==> src/rtl/eth_gt_reset_ctrl.sv <==
// rtl/eth_gt_reset_ctrl.sv - per-lane transceiver reset sequencing and link recovery
// Each lane independently walks HOLD -> WAIT_DONE -> WAIT_LOCK -> UP and retries on timeout or lock loss.
module eth_gt_reset_ctrl #(
  parameter int LANES           = 1,
  parameter int HOLD_CYCLES     = 1024,
  parameter int DONE_TIMEOUT    = 1048576,
  parameter int LOCK_TIMEOUT    = 1048576,
  parameter int RX_RESET_CYCLES = 16,
  parameter int LOSS_CYCLES     = 256,
  parameter int SYNC_STAGES     = 2
) (
  input  logic                 clock,
  input  logic                 resetn,
  input  logic                 clock_ok,
  input  logic                 clear_counts,
  input  logic [LANES-1:0]     gt_tx_done,
  input  logic [LANES-1:0]     gt_rx_done,
  input  logic [LANES-1:0]     rx_block_lock,
  output logic [LANES-1:0]     gt_reset_all,
  output logic [LANES-1:0]     gt_reset_rx_datapath,
  output logic [LANES-1:0]     link_up,
  output logic [3*LANES-1:0]   lane_state,
  output logic [8*LANES-1:0]   retry_count
);

  function automatic int max2(input int a, input int b);
    return (a > b) ? a : b;
  endfunction

  localparam int TMAX = max2(max2(max2(HOLD_CYCLES, DONE_TIMEOUT), max2(LOCK_TIMEOUT, RX_RESET_CYCLES)),
                             LOSS_CYCLES);
  localparam int TW   = (TMAX > 1) ? $clog2(TMAX) : 1;

  localparam logic [TW-1:0] HOLD_LAST = TW'(HOLD_CYCLES - 1);
  localparam logic [TW-1:0] DONE_LAST = TW'(DONE_TIMEOUT - 1);
  localparam logic [TW-1:0] LOCK_LAST = TW'(LOCK_TIMEOUT - 1);
  localparam logic [TW-1:0] RX_LAST   = TW'(RX_RESET_CYCLES - 1);
  localparam logic [TW-1:0] LOSS_LAST = TW'(LOSS_CYCLES - 1);

  typedef enum logic [2:0] {
    ST_HOLD      = 3'd0,
    ST_WAIT_DONE = 3'd1,
    ST_WAIT_LOCK = 3'd2,
    ST_RX_RESET  = 3'd3,
    ST_UP        = 3'd4
  } state_e;

  logic [SYNC_STAGES-1:0] ok_sync_q;
  logic [LANES-1:0]       tx_sync_q   [SYNC_STAGES];
  logic [LANES-1:0]       rx_sync_q   [SYNC_STAGES];
  logic [LANES-1:0]       lock_sync_q [SYNC_STAGES];

  always_ff @(posedge clock or negedge resetn) begin
    if (!resetn) begin
      ok_sync_q <= '0;
      for (int s = 0; s < SYNC_STAGES; s++) begin
        tx_sync_q[s]   <= '0;
        rx_sync_q[s]   <= '0;
        lock_sync_q[s] <= '0;
      end
    end else begin
      ok_sync_q      <= {ok_sync_q[SYNC_STAGES-2:0], clock_ok};
      tx_sync_q[0]   <= gt_tx_done;
      rx_sync_q[0]   <= gt_rx_done;
      lock_sync_q[0] <= rx_block_lock;
      for (int s = 1; s < SYNC_STAGES; s++) begin
        tx_sync_q[s]   <= tx_sync_q[s-1];
        rx_sync_q[s]   <= rx_sync_q[s-1];
        lock_sync_q[s] <= lock_sync_q[s-1];
      end
    end
  end

  logic             ok_s;
  logic [LANES-1:0] done_s;
  logic [LANES-1:0] lock_s;

  assign ok_s   = ok_sync_q[SYNC_STAGES-1];
  assign done_s = tx_sync_q[SYNC_STAGES-1] & rx_sync_q[SYNC_STAGES-1];
  assign lock_s = lock_sync_q[SYNC_STAGES-1];

  for (genvar i = 0; i < LANES; i++) begin : g_lane
    state_e        state_q, state_d;
    logic [TW-1:0] timer_q, timer_d;
    logic [7:0]    retry_q, retry_d;
    logic          bump;
    logic          reset_all_q, rx_reset_q, up_q;

    always_comb begin
      state_d = state_q;
      bump    = 1'b0;
      if (!ok_s) begin
        state_d = ST_HOLD;
      end else begin
        case (state_q)
          ST_HOLD: begin
            if (timer_q == HOLD_LAST) state_d = ST_WAIT_DONE;
          end
          ST_WAIT_DONE: begin
            if (done_s[i]) begin
              state_d = ST_WAIT_LOCK;
            end else if (timer_q == DONE_LAST) begin
              state_d = ST_HOLD;
              bump    = 1'b1;
            end
          end
          ST_WAIT_LOCK: begin
            if (!done_s[i]) begin
              state_d = ST_WAIT_DONE;
            end else if (lock_s[i]) begin
              state_d = ST_UP;
            end else if (timer_q == LOCK_LAST) begin
              state_d = ST_RX_RESET;
              bump    = 1'b1;
            end
          end
          ST_RX_RESET: begin
            if (timer_q == RX_LAST) state_d = ST_WAIT_DONE;
          end
          ST_UP: begin
            if (!done_s[i]) begin
              state_d = ST_WAIT_DONE;
            end else if (!lock_s[i] && (timer_q == LOSS_LAST)) begin
              state_d = ST_WAIT_LOCK;
            end
          end
          default: state_d = ST_HOLD;
        endcase
      end

      // In UP the timer measures the current run of consecutive lock-low cycles.
      if (!ok_s || (state_d != state_q)) begin
        timer_d = '0;
      end else if ((state_q == ST_UP) && lock_s[i]) begin
        timer_d = '0;
      end else begin
        timer_d = timer_q + 1'b1;
      end

      if (clear_counts) begin
        retry_d = 8'd0;
      end else if (bump && (retry_q != 8'hFF)) begin
        retry_d = retry_q + 8'd1;
      end else begin
        retry_d = retry_q;
      end
    end

    always_ff @(posedge clock or negedge resetn) begin
      if (!resetn) begin
        state_q     <= ST_HOLD;
        timer_q     <= '0;
        retry_q     <= 8'd0;
        reset_all_q <= 1'b1;
        rx_reset_q  <= 1'b0;
        up_q        <= 1'b0;
      end else begin
        state_q     <= state_d;
        timer_q     <= timer_d;
        retry_q     <= retry_d;
        reset_all_q <= (state_d == ST_HOLD);
        rx_reset_q  <= (state_d == ST_RX_RESET);
        up_q        <= (state_d == ST_UP);
      end
    end

    assign gt_reset_all[i]         = reset_all_q;
    assign gt_reset_rx_datapath[i] = rx_reset_q;
    assign link_up[i]              = up_q;
    assign lane_state[3*i +: 3]    = state_q;
    assign retry_count[8*i +: 8]   = retry_q;
  end

endmodule

==> config.mk <==
export PLATFORM = sky130hd
export DESIGN_NAME = eth_gt_reset_ctrl
export DESIGN_NICKNAME = d
export VERILOG_FILES = /design/src/rtl/eth_gt_reset_ctrl.sv
export SDC_FILE = /design/constraint.sdc
export NUM_CORES = 1
export LEC_CHECK = 0
export BUFFER_PORTS_ARGS = -buffer_cell sky130_fd_sc_hd__buf_2
export CAP_MARGIN = 20
export CORE_MARGIN = 3
export CORE_UTILIZATION = 55
export CTS_BUF_LIST = sky130_fd_sc_hd__clkbuf_16
export CTS_CLUSTER_SIZE = 24
export DETAILED_ROUTE_END_ITERATION = 16
export GPL_TIMING_DRIVEN = 0
export PLACE_DENSITY = 0.75
export SYNTH_ARGS = -nofsm -noshare
export SYNTH_HDL_FRONTEND = slang
export SYNTH_SLANG_ARGS = --single-unit
==> constraint.sdc <==
create_clock -name clock -period 3 [get_ports clock]
set_clock_uncertainty 0.2 [all_clocks]
set_input_delay 0.6 -clock clock [delete_from_list [all_inputs] [get_ports clock]]
set_output_delay 0.6 -clock clock [all_outputs]
set_load 0.1 [all_outputs]
; After elaboration in Yosys (flattened, before gate mapping)
; Index checks and enable logic that the tools add are counted.
; Widths: inputs -> output; s select.
[totals]
inputBits = 7
output_inout_bits = 14
wordCells = 58
reg_bits = 42
[classes]
n_eq_ne = 12
add_sub_neg = 2
muxes = 21
reduce_logical = 9
bitwise = 1
[ops]
columns = operator, count
row1 = $mux 20, 2
row2 = $mux 3, 10
row3 = $add 20x1->20 const B, 1
row4 = $eq 20x10->1 const B, 1
row5 = $eq 20x20->1 const B, 1
row6 = $eq 20x4->1 const B, 1
row7 = $eq 20x8->1 const B, 1
row8 = $mux 8, 2
row9 = $pmux 3 s5, 1
row10 = $eq 3x2->1 const B, 3
row11 = $add 8x1->8 const B, 1
row12 = $ne 8x8->1 const B, 1
row13 = $eq 3x3->1 const B, 2
row14 = $logic_not 3->1, 2
row15 = $mux 1, 5
row16 = $eq 3x1->1 const B, 1
row17 = $logic_and 1x1->1, 3
row18 = $ne 3x3->1, 1
row19 = $logic_not 1->1, 2
row20 = $pmux 1 s2, 1
row21 = $reduce_bool 2->1, 1
row22 = $and 1x1->1, 1
row23 = $logic_or 1x1->1, 1

; Depth between registers and ports, before layout
[logic_depth]
ltp_word = 9
ltp_mapped = 9
mapped_depth_nobuf = 6

; Worst setup path after synthesis
; No wires, ideal clock.
[synth_path]
kind = reg2reg
from = reg g_lane[0].state_q[0] (netlist: lane_state[0])
to = reg g_lane[0].timer_q[1]
path_buffers = 2
setup_time_ns = 0.105
t_required_ns = 2.695
synth_period_minus_slack_ns = 2.677
arrival_time_ns = 2.372
setup_slack_ns = 0.323
path_stages_with_launch = 8
path_cell_list = dfrtp_1 buf_2 nand2b_1 or2_2 or2b_1 a21o_1 clkbuf_1 nor4b_1
[synth_between]
elab_chain_len = 8
elab_cells_between_ends = 21
cone_classes = 5 x eq/ne / 13 x mux / 3 x reduce/logical
[synth_rtl]
columns = element, line
row1 = start: declaration, 83  ; state_e state_q, state_d;
row2 = start signal: assignment, 158  ; state_q <= state_d;
row3 = $mux 3, 112  ; end else if (timer_q == LOCK_LAST) begin
row4 = $mux 3, 110  ; end else if (lock_s[i]) begin
row5 = $mux 3, 108  ; if (!done_s[i]) begin
row6 = $pmux 3 s5, 95  ; case (state_q)
row7 = $mux 3, 92  ; if (!ok_s) begin
row8 = $ne 3x3->1, 132  ; if (!ok_s || (state_d != state_q)) begin
row9 = $logic_or 1x1->1, 132
row10 = $mux 20 (*), 132
row11 = net g_lane[0].timer_d[1], 84  ; logic [TW-1:0] timer_q, timer_d;
row12 = end signal: assignment, 159  ; timer_q <= timer_d;
row13 = end: declaration, 84
; Mark *: on every way through the listed nets, which the timed path passes. The rest lies on a longest branch.
; A chain may end at the register's enable or synchronous reset.

; Worst setup path in the final report
[layout_path]
from = reg g_lane[0].timer_q[0]
to = reg g_lane[0].timer_q[17]
[layout_between]
elab_chain_len = 9
elab_cells_between_ends = 21
cone_classes = 1 x add/sub / 5 x eq/ne / 13 x mux / 2 x reduce/logical
[layout_rtl]
columns = element, line
row1 = $eq 20x20->1 / $eq 20x8->1 (equally long branches), "102, 112, 123"
row2 = $mux 3 / $logic_and 1x1->1 (equally long branches), "112, 123"
row3 = "$mux 3, on equally long branches", "110, 123"
row4 = "$mux 3, on equally long branches", "108, 121"
row5 = $pmux 3 s5, 95
row6 = $mux 3, 92
row7 = $ne 3x3->1, 132
row8 = $logic_or 1x1->1, 132
row9 = $mux 20 (*), 132
row10 = net g_lane[0].timer_d[17], 84
; Marked as above.

==> impl_summary.txt <==
----------------------------------------------------
[Clocking]
  Post-cts repair resize count ... 0
  Post-CTS Setup Repair Bufs ... 0
  Post-cts hold buffer count ... 0
  Buffers from clock root to sink, at most ... 2
  TritonCTS clock tree ... yes
  Reg clk slew, reported paths ... 60 ps
  Number of buffers created by CTS ... 5
  H-tree levels ... 2
  Clock latency at the later pin of the worst-skew pair ... approximately 280 ps
  Root Buffer ... clkbuf_16
  TritonCTS sink count ... 42

[Worst hold path]
  Cells on Worst Hold Path ... 0
  Min-delay src ... lock_sync_q[1]
  Endpoint, Worst Hold ... lock_s
  Worst hold path type ... reg2reg

[Setup path]
  Crit path arrival time ... 2510 ps
  FF-to-FF setup slack ... 460 ps
  Data required, critical path ... 2970 ps
  Type of element launching the critical path ... flip-flop
  Critical path launch point ... g_lane[0].timer_q[0]
  R2r endpoint ... g_lane[0].timer_q[17]
  Origin of the critical flop-to-flop path ... g_lane[0].timer_q[0]
  Crit Path Category ... reg2reg
  Nature of the critical path endpoint ... flip-flop
  Crit-path max FO ... 10
  Worst-case reg-to-reg path depth ... 9

[Run]
  Number of max-cap violations ... 0

[Logic synthesis]
  Number of enable-type register cells in the synthesized netlist ... 0
  Post-synth net total ... around 230
  Distinct cells, synth ... 49
  Async set or reset register ratio after synthesis ... 100%
  Cell count after synthesis ... between 200 and 250
  Warnings from Yosys ... 0
  Register bit count reported by yosys ... 42
  Post-Synthesis Cell Area ... 2190 sq um
  Mean post-synth cell area ... 9.89 sq um
  Fraction of the yosys area taken by sequential cells ... 47.9%
  Top FF cell, synth ... dfrtp_1

[STA]
  Setup Total Neg Slack ... 0 ps
  Final cycle utilization of the critical path ... 84.8%
  Shortest clock period the worst path allows after layout ... around 2500 ps
  Maximum frequency from static timing analysis ... 393 MHz
  Worst-Margin Slew ... slightly below 900 ps
  Slew Limit Headroom ... 40.4%
  Setup violators final ... 0
  RSZ-0062 raised after global routing ... false
  Hold violation total from the final report ... 0
  Slew Limit Fails ... 0
  Setup slack of the critical path after layout ... around 460 ps

[Layout]
  Most frequent standard cell in the layout excluding fill and tap cells ... dfrtp_1
  Antenna Diode Count ... 0
  Number of nets in the final layout ... roughly 260
  Area overhead of the layout relative to synthesis ... 13.9%
  Multi-input combinational cell area ... 1070 sq um
  Layout cell share with drive strength beyond 1 ... 17.7%
  Storage cell area ... 1050 sq um
  Leading cell types in the layout, fill and taps excluded ... 41 x dfrtp_1, 24 x buf_2, 20 x nor2_1, 18 x nand2_1, 13 x nor4_1
  Number of inserted filler cells in the final layout ... 321

[Floorplanning]
  Initial core utilization ... 58.6%
  Die width ... ~70 um
  Top Ports ... 21
  Die boundary height ... approximately 69 um
  Area of the core ... 3740 sq um
  Standard-cell rows ... 22
  Area of the die ... approximately 4800 sq um

[Placed design]
  Pre-CTS setup slack ... 506 ps
  PortBufs ... 19
  Global placer's final weighted congestion ... between 0.9 and 1
  HPWL after detailed placement ... 3150 um

[GRT]
  Pin count of the biggest net entering global routing ... 43
  Final global-route overflow total ... 0
  First-pass GRT wire length ... 7720 um
  Via count of the first global-routing pass ... 1685
  GRT Total Usage ... 19.7%
  Antenna violations before repair ... 0

[Detailed routing]
  Routed wire length per instance ... 15.0 um
  Routed Wire Length ... 4450 um
  DR iter-0 viols ... 122
  DRC violations left ... 0
  Post-route antenna net violation count ... 0
  Detailed-route via count ... 1765
  Initial DRT Pass Iterations ... 4
  Drt via density ... 5.94

[Power]
  Leak Pwr ... ~1.1 nW
  IR Drop Worst-Case VDD ... 0.000288 V
  Power per unit of standard cell area ... 463 nW/um^2

[Status]
  Run status ... finished, final reports clean

----------------------------------------------------
-- worst max-delay path by stage --
stage | cells past startpoint | end | slack (ps)
floorplan | 7 | g_lane[0].timer_q[1] | 320
global placement | 9 | g_lane[0].timer_q[11] | 520
detailed placement | 9 | g_lane[0].timer_q[11] | 510
CTS | 9 | g_lane[0].timer_q[11] | 450
global route | 9 | g_lane[0].timer_q[17] | 310
finish | 9 | g_lane[0].timer_q[17] | 460
-- area by class of cell --
| cell class | instances | area share (%) |
|---|---|---|
| inverters | 3 | 0.450 |
| clock buffers | 5 | 5.01 |
| multi-input cells | 164 | 42.6 |
| clock inverters | 3 | 1.00 |
| repair buffers | 19 | 3.80 |
| plain buffers | 13 | 2.60 |
| flip-flops and latches | 42 | 42.1 |
| well taps | 48 | 2.40 |
-- Yosys cell counts (6+ instances only) --
cell type	number	area, sq um
nand4_1	10	62.6
nor4_1	13	81.3
nand3_1	6	30.0
xnor2_1	7	61.3
a21oi_1	7	35.0
nor2_1	20	75.1
xor2_1	12	105
o21ai_0	10	50.1
nand2b_1	8	50.1
nand2_1	18	67.6
dfrtp_1	41	1030
-- worst max-delay path, cell delays in order (launching register included) --
cell,delay [ps]
dfrtp_1,410
ha_1,230
and3_1,180
clkbuf_2,160
and3_1,190
buf_2,150
a21oi_1,190
o21ai_0,190
buf_2,230
nor4_1,290
-- sequential cells by signal, summed over array words and instances, names as in the netlist, 2 cells and up --
| name | flops |
|---|---|
| g_lane.timer_q | 20 |
| tx_sync_q | 2 |
| rx_sync_q | 2 |
| retry_count | 8 |
| ok_sync_q | 2 |
| lane_state | 3 |
-- cells by family after synthesis --
| kind of cell | synth area share (%) |
|---|---|
| buffers and inverters | 3.48 |
| AND/OR/NAND/NOR | 29.9 |
| adder cells (fa/ha/maj) | 1.14 |
| XOR/XNOR | 7.58 |
| multiplexers | 0.456 |
| AO/OA/AOI/OAI | 9.52 |
| flip-flops | 47.9 |
-- per-stage QoR --
| stage | instance area, sq um | util (%) | std cells | hold WS [ps] | power [mW] |
|---|---|---|---|---|---|
| after floorplan | 2190 | - | 222 | 104 | 0.608 |
| after global placement | 2350 | 62.8 | 289 | 135 | 0.628 |
| after detailed placement | 2350 | 62.8 | 289 | 135 | 0.629 |
| after CTS | 2500 | 66.8 | 297 | 149 | 1.17 |
| after global routing | 2500 | 66.8 | 297 | 169 | 1.20 |
| final | 2500 | 66.8 | 297 | 150 | 1.16 |
-- metal layers --
layer | up-vias | track usage (%) | routed length [um]
li1 | 864 | - | -
met1 | 846 | 26.7 | 2090
met2 | 50 | 30.6 | 2080
met3 | 5 | 4.52 | 217
met4 | 0 | 7.81 | 62
met5 | - | 0 | 0
-- power breakdown --
| group | switching (mW) | leakage, nW | internal, mW |
|---|---|---|---|
| clock | 0.228 | 0.0704 | 0.312 |
| sequential | 0.00689 | 0.562 | 0.575 |
| combinational | 0.0247 | 0.455 | 0.0110 |
| total | 0.259 | 1.09 | 0.898 |
Note: power is estimated with default switching activity, not from simulation.
